<file path="config.mk">
export PLATFORM = sky130hd
export DESIGN_NAME = i2s_frame_ctrl_flat
export DESIGN_NICKNAME = d
export VERILOG_FILES = /design/src/rtl/ctrl_pkg.sv /design/src/rtl/i2s_frame_ctrl_if.sv /design/src/rtl/slot_counter.sv /design/src/rtl/i2s_frame_ctrl.sv /design/src/flat_wrapper.sv
export SDC_FILE = /design/constraint.sdc
export NUM_CORES = 1
export LEC_CHECK = 0
export CELL_PAD_IN_SITES_DETAIL_PLACEMENT = 1
export CELL_PAD_IN_SITES_GLOBAL_PLACEMENT = 2
export CORE_UTILIZATION = 28
export CTS_CLUSTER_DIAMETER = 50
export DETAILED_ROUTE_END_ITERATION = 8
export PLACE_DENSITY = 0.85
export SLEW_MARGIN = 5
export SYNTH_ARGS = -nofsm -noshare
export SYNTH_HDL_FRONTEND = slang
export SYNTH_SLANG_ARGS = --single-unit
</file>
<file path="constraint.sdc">
create_clock -name sclk -period 2.7 [get_ports sclk]
set_input_delay 0.675 -clock sclk [delete_from_list [all_inputs] [get_ports sclk]]
set_output_delay 0.675 -clock sclk [all_outputs]
set_load 0.02 [all_outputs]
</file>
<file path="src/rtl/ctrl_pkg.sv">
// ctrl_pkg: shared types and slot-length constants for the I2S frame controller
package ctrl_pkg;
  typedef enum logic [1:0] {IDLE, PRIME, LEFT, RIGHT} ctrl_state_t;
  typedef enum logic {f16bits, f32bits} frame_size_t;
  localparam logic [4:0] MAXP16 = 5'd15;
  localparam logic [4:0] MAXP32 = 5'd31;
  function automatic logic [4:0] maxp(input frame_size_t fs);
    return fs == f32bits ? MAXP32 : MAXP16;
  endfunction
endpackage

</file>
<file path="src/rtl/i2s_frame_ctrl_if.sv">
// i2s_frame_ctrl_if: stream control, FIFO flags and frame timing outputs
interface i2s_frame_ctrl_if;
  import ctrl_pkg::*;
  logic en;
  frame_size_t frame_size;
  logic stereo;
  logic tx_empty;
  logic rx_full;
  logic clr_err;
  logic ws;
  logic tx_rd_en;
  logic rx_wr_en;
  logic busy;
  logic [4:0] bit_idx;
  logic underrun;
  logic overrun;
  modport master (
    input en, frame_size, stereo, tx_empty, rx_full, clr_err,
    output ws, tx_rd_en, rx_wr_en, busy, bit_idx, underrun, overrun
  );
  modport slave (
    output en, frame_size, stereo, tx_empty, rx_full, clr_err,
    input ws, tx_rd_en, rx_wr_en, busy, bit_idx, underrun, overrun
  );
endinterface

</file>
<file path="src/rtl/slot_counter.sv">
// slot_counter: loadable down-counter with zero flag and look-ahead value
module slot_counter (
  input  logic       clk,
  input  logic       rst,
  input  logic       load,
  input  logic [4:0] load_val,
  output logic [4:0] cnt,
  output logic [4:0] cnt_nxt,
  output logic       zero
);
  assign cnt_nxt = load ? load_val : cnt - 5'd1;
  assign zero = cnt == 5'd0;
  always_ff @(posedge clk) begin
    if (rst) cnt <= 5'd0;
    else cnt <= cnt_nxt;
  end
endmodule

</file>
<file path="src/rtl/i2s_frame_ctrl.sv">
// i2s_frame_ctrl: I2S frame sequencer driving word select and FIFO slot enables
module i2s_frame_ctrl
  import ctrl_pkg::*;
(
  input logic sclk,
  input logic rst,
  i2s_frame_ctrl_if.master bus
);
  ctrl_state_t state, state_n;
  frame_size_t fs_q;
  logic st_q, ws_q, ws_n, first_q, tx_q, rx_q, und_q, ovr_q;
  logic load, zero, in_slot, nxt_slot, qual;
  logic [4:0] cnt, cnt_nxt, load_val;
  assign in_slot = state == LEFT || state == RIGHT;
  assign nxt_slot = state_n == LEFT || state_n == RIGHT;
  assign load = state_n != state || !nxt_slot;
  assign load_val = !nxt_slot ? 5'd0 : state_n == LEFT ? maxp(bus.frame_size) : maxp(fs_q);
  assign qual = state == LEFT || (state == RIGHT && st_q);
  slot_counter u_cnt (
    .clk(sclk),
    .rst,
    .load,
    .load_val,
    .cnt,
    .cnt_nxt,
    .zero
  );
  always_comb begin
    state_n = state;
    case (state)
      IDLE:    state_n = bus.en ? PRIME : IDLE;
      PRIME:   state_n = LEFT;
      LEFT:    state_n = zero ? RIGHT : LEFT;
      RIGHT:   state_n = zero ? (bus.en ? LEFT : IDLE) : RIGHT;
      default: state_n = IDLE;
    endcase
  end
  // ws is registered one slot-bit early, so it is derived from the next state/count
  always_comb begin
    ws_n = 1'b1;
    case (state_n)
      PRIME:   ws_n = 1'b0;
      LEFT:    ws_n = cnt_nxt == 5'd0;
      RIGHT:   ws_n = cnt_nxt != 5'd0 || !bus.en;
      default: ws_n = 1'b1;
    endcase
  end
  always_ff @(posedge sclk) begin
    if (rst) begin
      state <= IDLE;
      fs_q <= f32bits;
      st_q <= 1'b1;
      ws_q <= 1'b1;
      first_q <= 1'b0;
      tx_q <= 1'b0;
      rx_q <= 1'b0;
      und_q <= 1'b0;
      ovr_q <= 1'b0;
    end else begin
      state <= state_n;
      if (state_n == LEFT && state != LEFT) begin
        fs_q <= bus.frame_size;
        st_q <= bus.stereo;
      end
      ws_q <= ws_n;
      first_q <= nxt_slot && state_n != state;
      if (first_q) begin
        tx_q <= qual && !bus.tx_empty;
        rx_q <= qual && !bus.rx_full;
      end
      und_q <= (first_q && qual && bus.tx_empty) || (und_q && !bus.clr_err);
      ovr_q <= (first_q && qual && bus.rx_full) || (ovr_q && !bus.clr_err);
    end
  end
  // slot decision is taken live on the first cycle, then held from the latch
  assign bus.tx_rd_en = in_slot && (first_q ? qual && !bus.tx_empty : tx_q);
  assign bus.rx_wr_en = in_slot && (first_q ? qual && !bus.rx_full : rx_q);
  assign bus.ws = ws_q;
  assign bus.busy = state != IDLE;
  assign bus.bit_idx = cnt;
  assign bus.underrun = und_q;
  assign bus.overrun = ovr_q;
endmodule

</file>
<file path="src/flat_wrapper.sv">
// flat-port wrapper written by rule: the top's interface ports become plain ports
module i2s_frame_ctrl_flat import ctrl_pkg::*;
  (sclk, rst, bus_en, bus_frame_size, bus_stereo, bus_tx_empty, bus_rx_full, bus_clr_err, bus_ws, bus_tx_rd_en, bus_rx_wr_en, bus_busy, bus_bit_idx, bus_underrun, bus_overrun);
  i2s_frame_ctrl_if bus_i ();
  input logic sclk;
  input logic rst;
  input wire logic [$bits(bus_i.en)-1:0] bus_en;
  input wire logic [$bits(bus_i.frame_size)-1:0] bus_frame_size;
  input wire logic [$bits(bus_i.stereo)-1:0] bus_stereo;
  input wire logic [$bits(bus_i.tx_empty)-1:0] bus_tx_empty;
  input wire logic [$bits(bus_i.rx_full)-1:0] bus_rx_full;
  input wire logic [$bits(bus_i.clr_err)-1:0] bus_clr_err;
  output wire logic [$bits(bus_i.ws)-1:0] bus_ws;
  output wire logic [$bits(bus_i.tx_rd_en)-1:0] bus_tx_rd_en;
  output wire logic [$bits(bus_i.rx_wr_en)-1:0] bus_rx_wr_en;
  output wire logic [$bits(bus_i.busy)-1:0] bus_busy;
  output wire logic [$bits(bus_i.bit_idx)-1:0] bus_bit_idx;
  output wire logic [$bits(bus_i.underrun)-1:0] bus_underrun;
  output wire logic [$bits(bus_i.overrun)-1:0] bus_overrun;
  assign bus_i.en = bus_en;
  assign bus_i.frame_size = bus_frame_size;
  assign bus_i.stereo = bus_stereo;
  assign bus_i.tx_empty = bus_tx_empty;
  assign bus_i.rx_full = bus_rx_full;
  assign bus_i.clr_err = bus_clr_err;
  assign bus_ws = bus_i.ws;
  assign bus_tx_rd_en = bus_i.tx_rd_en;
  assign bus_rx_wr_en = bus_i.rx_wr_en;
  assign bus_busy = bus_i.busy;
  assign bus_bit_idx = bus_i.bit_idx;
  assign bus_underrun = bus_i.underrun;
  assign bus_overrun = bus_i.overrun;
  i2s_frame_ctrl u_core (.sclk(sclk), .rst(rst), .bus(bus_i));
endmodule
</file>
# Word level (Yosys, flattened, before mapping)
# Cells that the tools add are included.
[op_classes] n_reduce_logical=29 n_eq_ne=8 muxes=13 add_sub_neg=1
[ops] operator="$mux 5" n=5
[ops] operator="$logic_and 1x1->1" n=12
[ops] operator="$logic_not 5->1" n=2
[ops] operator="$eq 2x2->1 const B" n=4
[ops] operator="$pmux 2 s4" n=1
[ops] operator="$logic_or 1x1->1" n=7
[ops] operator="$logic_not 1->1" n=5
[ops] operator="$reduce_bool 5->1" n=1
[ops] operator="$sub 5x1->5 const B" n=1
[ops] operator="$eq 2x1->1 const B" n=2
[ops] operator="$mux 1" n=4
[ops] operator="$mux 2" n=2
[ops] operator="$pmux 1 s3" n=1
[ops] operator="$logic_not 2->1" n=1
[ops] operator="$ne 2x2->1" n=1
[ops] operator="$ne 2x2->1 const B" n=1
[ops] operator="$reduce_bool 2->1" n=1
[word_totals] ff_bits=15 input_bits=8 elab_cells=61 output_inout_bits=11

# Logic depth before layout (Yosys ltp)
[depth] ltp_word=11 mapped_depth=8

# By module
# From an unflattened synthesis, not the netlist that was laid out.
[hier_totals] hier_cells=93 area_unflattened_um2=790.8
[modules_own_cells] mod="i2s_frame_ctrl" instances=1 area_per_inst_um2=518.0 cells_each=61
[modules_own_cells] mod="slot_counter" instances=1 area_per_inst_um2=272.8 cells_each=32

# Worst setup path after synthesis
# OpenSTA, ideal clock, no wires.
[synth_path] path_type="register -> register" start="register u_core.u_cnt.cnt[0]" end="register u_core.ws_q, in the netlist u_core.bus.ws" slack_ns=0.538 stages_incl_launch_ff=8 setup_ns=0.078 t_arrival_ns=2.084 path_cell_list="dfxtp_1 > inv_1 > ha_1 > nor3b_1 > mux2_1 > a211oi_1 > a2111oi_4 > nor3_1"
[synth_via] elab_chain_cells=11 word_cells_on_any_way=19 cone_classes="1 x add/sub; 4 x eq/ne; 7 x mux; 7 x reduce/logical"
[synth_lines] item="start: declaration" line="slot_counter.sv:7" text="output logic [4:0] cnt,"
[synth_lines] item="start signal: assignment" line="slot_counter.sv:15" text="else cnt <= cnt_nxt;"
[synth_lines] item="$logic_not 5->1" line="slot_counter.sv:12" text="assign zero = cnt == 5'd0;"
[synth_lines] item="$mux 2 / $mux 1 (equally long branches)" line="i2s_frame_ctrl.sv:34, i2s_frame_ctrl.sv:33"
[synth_lines] item="$pmux 2 s4" line="i2s_frame_ctrl.sv:30" text="case (state)"
[synth_lines] item="$eq 2x2->1 (on tied branches)" line="i2s_frame_ctrl.sv:15, i2s_frame_ctrl.sv:17, i2s_frame_ctrl.sv:41"
[synth_lines] item="$logic_or 1x1->1" line="i2s_frame_ctrl.sv:15" text="assign nxt_slot = state_n == LEFT || state_n == RIGHT;"
[synth_lines] item="$logic_not 1->1" line="i2s_frame_ctrl.sv:16" text="assign load = state_n != state || !nxt_slot;"
[synth_lines] item="$logic_or 1x1->1" line="i2s_frame_ctrl.sv:16"
[synth_lines] item="$mux 5" line="slot_counter.sv:11" text="assign cnt_nxt = load ? load_val : cnt - 5'd1;"
[synth_lines] item="$reduce_bool 5->1" line="i2s_frame_ctrl.sv:44" text="RIGHT: ws_n = cnt_nxt != 5'd0 || !bus.en;"
[synth_lines] item="$logic_or 1x1->1" line="i2s_frame_ctrl.sv:44"
[synth_lines] item="$pmux 1 s3 (*)" line="i2s_frame_ctrl.sv:41" text="case (state_n)"
[synth_lines] item="end signal: assignment" line="i2s_frame_ctrl.sv:65" text="ws_q <= ws_n;"
[synth_lines] item="end: declaration" line="i2s_frame_ctrl.sv:11" text="logic st_q, ws_q, ws_n, first_q, tx_q, rx_q, und_q, ovr_q;"
# Every way passes the cells marked *; elsewhere a longest branch is shown, timed or not.
# A chain may end at the register's enable or synchronous reset.

# Worst setup path in the final report
[layout_path] start="input bus_tx_empty" end="output bus_tx_rd_en"
[layout_via] elab_chain_cells=4
[layout_lines] item="start: declaration" line="flat_wrapper.sv:10" text="input wire logic [$bits(bus_i.tx_empty)-1:0] bus_tx_empty;"
[layout_lines] item="$logic_not 1->1" line="i2s_frame_ctrl.sv:76" text="assign bus.tx_rd_en = in_slot && (first_q ? qual && !bus.tx_empty : tx_q);"
[layout_lines] item="$logic_and 1x1->1" line="i2s_frame_ctrl.sv:76"
[layout_lines] item="$mux 1" line="i2s_frame_ctrl.sv:76"
[layout_lines] item="$logic_and 1x1->1" line="i2s_frame_ctrl.sv:76"
[layout_lines] item="end: declaration" line="flat_wrapper.sv:14" text="output wire logic [$bits(bus_i.tx_rd_en)-1:0] bus_tx_rd_en;"
# Every way passes these cells.

==> flow_summary.json <==
{
  "initial_core_util_pct": 30.2,
  "synthArstFlopShare_pct": 0,
  "yosysUniqueCellTypes": 32,
  "worst_pin_slew_ps": 566,
  "finalInstanceArea_um2": 1080,
  "fmax_mhz": 412,
  "grt_pass1_wl_mm": 3.66,
  "drtIter0Drc": 18,
  "avgViaCountPerCell": 5.19,
  "arrival_ps": 1750,
  "grt_overflow": 0,
  "hold-worst-slack_ps": 483,
  "rsz0062_at_grt": "false",
  "path_clk_slew_ps": 100,
  "cts_buffer_depth": 2,
  "ir_worst_vdd_uv": 220,
  "netlist_area_um2": 846,
  "numCtsBuffers": 3,
  "antenna_found_initial": 0,
  "place_area_um2": 1050,
  "fin_skew_ps": 5.35,
  "grt_pass1_vias": 826,
  "detail-route-antenna-nets": 0,
  "yosys.cell_count.top_type": "dfxtp_1",
  "critPathLaunchType": "input port",
  "drv_slew": 0,
  "post-cts-setup-buffer-count": 0,
  "wl_mm": 2.07,
  "synth_warnings": 0,
  "fillers": 349,
  "ys_ff_latch": 15,
  "cp.required_ps": 2030,
  "finalCritPeriodShare_pct": 90.0,
  "min_period_ps": 2430,
  "insertion_delay_ps": 300,
  "synth-seq-area-share_pct": 35.5,
  "drive_above_1_share_pct": 10.1,
  "maxCapViolations": 0,
  "cp-end-kind": "primary output",
  "crit_type": "in2out",
  "cts_htree_levels": 1,
  "firstDrtPassIters": 6,
  "synth_area_leaders": "dfxtp_1, nand2_1, a21oi_1",
  "grt_usage_pct": 14.7,
  "syn_inst": 100,
  "synth_edf_count": 0,
  "grt_max_degree": 20,
  "yosysTopAreaCell": "dfxtp_1",
  "synthToLayoutAreaGrowth_pct": 27.8,
  "diodes": 0,
  "avgSynthCellArea_um2": 8.46,
  "io_pins": 19,
  "rows": 19,
  "root_buffer": "clkbuf_4",
  "drc": 4,
  "wire_per_inst_um": 13.8,
  "nNetsFinal": 130,
  "setup_viol": 0,
  "num_vias": 779,
  "dpl.hpwl_mm": 1.54,
  "die_area_um2": 3240,
  "gp_congestion": 0.750,
  "worst-path-max-fanout": 2,
  "failed_checks": "design-rule violations",
  "powerDensity_nw_per_um2": 681,
  "hold_buffers": 0,
  "leakage_nw": 0.425,
  "post-place-ws_ps": -5.00,
  "relSlewSlack_pct": 62.1,
  "hp-class": "reg2reg",
  "ys_top_cells_by_count": "dfxtp_1, nand2_1, inv_1, a21oi_1, nor3_1",
  "die_h_um": 57.0,
  "synth-main-ff-cell": "dfxtp_1",
  "setup_ws_ps": 271,
  "hold_viol": 0,
  "io_buffer_count": 18,
  "yosysTopAreaCellShare_pct": 35.5,
  "cts_tree": "done",
  "outcome": "complete, but fails checks",
  "die_w_um": 57.0,
  "core_um2": 2810,
  "synth_nets": 110,
  "clkSinkCount": 15
}
==> state kept, by name, indices dropped and copies added, names as in the netlist <==
| register | flops |
|---|---|
| u_core.rx_q | 1 |
| u_core.bus.overrun | 1 |
| u_core.bus.ws | 1 |
| u_core.u_cnt.cnt | 5 |
| u_core.fs_q | 1 |
| u_core.tx_q | 1 |
| u_core.bus.underrun | 1 |
| u_core.state | 2 |
| u_core.st_q | 1 |
| u_core.first_q | 1 |
==> cell usage in the layout (no fill, tap or decap), types with 2 or more instances in the layout <==
master | Yosys | final
clkdlybuf4s50_1 | 0 | 16
dfxtp_1 | 15 | 15
nand2_1 | 10 | 10
inv_1 | 8 | 8
nor3_1 | 7 | 7
a21oi_1 | 7 | 7
nor2_1 | 6 | 6
and2_1 | 5 | 5
o22ai_1 | 4 | 4
a211oi_1 | 3 | 3
o21ai_1 | 3 | 3
nor2b_1 | 3 | 3
clkbuf_4 | 0 | 3
buf_4 | 0 | 3
o211ai_1 | 2 | 2
nand3_1 | 2 | 2
xor2_1 | 2 | 2
ha_1 | 2 | 2
==> metrics by stage <==
step | util, % | instances | setup TNS, ps | total power [mW]
floorplan | - | 100 | 0 | 0.508
global placement | 37.4 | 146 | 0 | 0.594
detailed placement | 37.4 | 146 | -5.00 | 0.600
CTS | 38.4 | 150 | 0 | 0.744
global route | 38.5 | 150 | 0 | 0.788
finish | 38.5 | 150 | 0 | 0.736
==> kinds of logic (layout without fill, tap and decap cells) <==
| kind of cell | Yosys count | in the layout | synth area share, % |
|---|---|---|---|
| fa+ha+maj | 2 | 2 | 2.96 |
| xor+xnor | 2 | 2 | 2.07 |
| flops | 15 | 15 | 35.5 |
| mux | 2 | 2 | 2.51 |
| buf+inv | 14 | 33 | 7.99 |
| compound gates | 24 | 24 | 21.9 |
| simple gates | 41 | 41 | 27.1 |
==> area by class of cell <==
cell class                      instances  area [um^2]  share of cell area (%)
Tap cell                               31         38.8                    3.59
Clock buffer                            3         22.5                    2.08
Clock inverter                          1         7.51                   0.694
Inverter                                8         30.0                    2.78
Sequential cell                        15          300                    27.8
Timing Repair Buffer                   21          204                    18.9
Multi-Input combinational cell         71          478                    44.2
==> critical path, stage by stage <==
cell and delay [ps]:
clkdlybuf4s50_1 430, o22ai_1 160, and2_1 160, dlygate4sd2_1 330
==> report_power, final <==
group	internal [mW]	switching, mW
registers	0.250	0.0312
logic	0.142	0.171
clock network	0.0564	0.0856
total	0.448	0.288
==> final timing paths <==
path | start | endpoint | slack, ps | cells after the start
setup / recovery | bus_tx_empty | bus_tx_rd_en | 270 | 4
setup reg to reg | u_core.u_cnt.cnt[0] | u_core.bus.ws | 360 | 7
hold / removal | u_core.fs_q | u_core.fs_q | 480 | 2
hold reg to reg | u_core.fs_q | u_core.fs_q | 480 | 2
==> per-layer routing <==
metal | vias up | GRT usage (%) | routed length (um)
li1 | 391 | - | -
met1 | 368 | 16.6 | 942
met5 | - | 0 | 0
met2 | 16 | 25.5 | 1000
met4 | 0 | 9.06 | 53
met3 | 4 | 2.72 | 71
==> repair_timing <==
action | in CTS | in global routing
gates resized for setup | 1 | 1
hold endpoints to repair | 0 | 0
endpoints found under the setup margin | 1 | 1
Power figures use the tool's default switching activity.
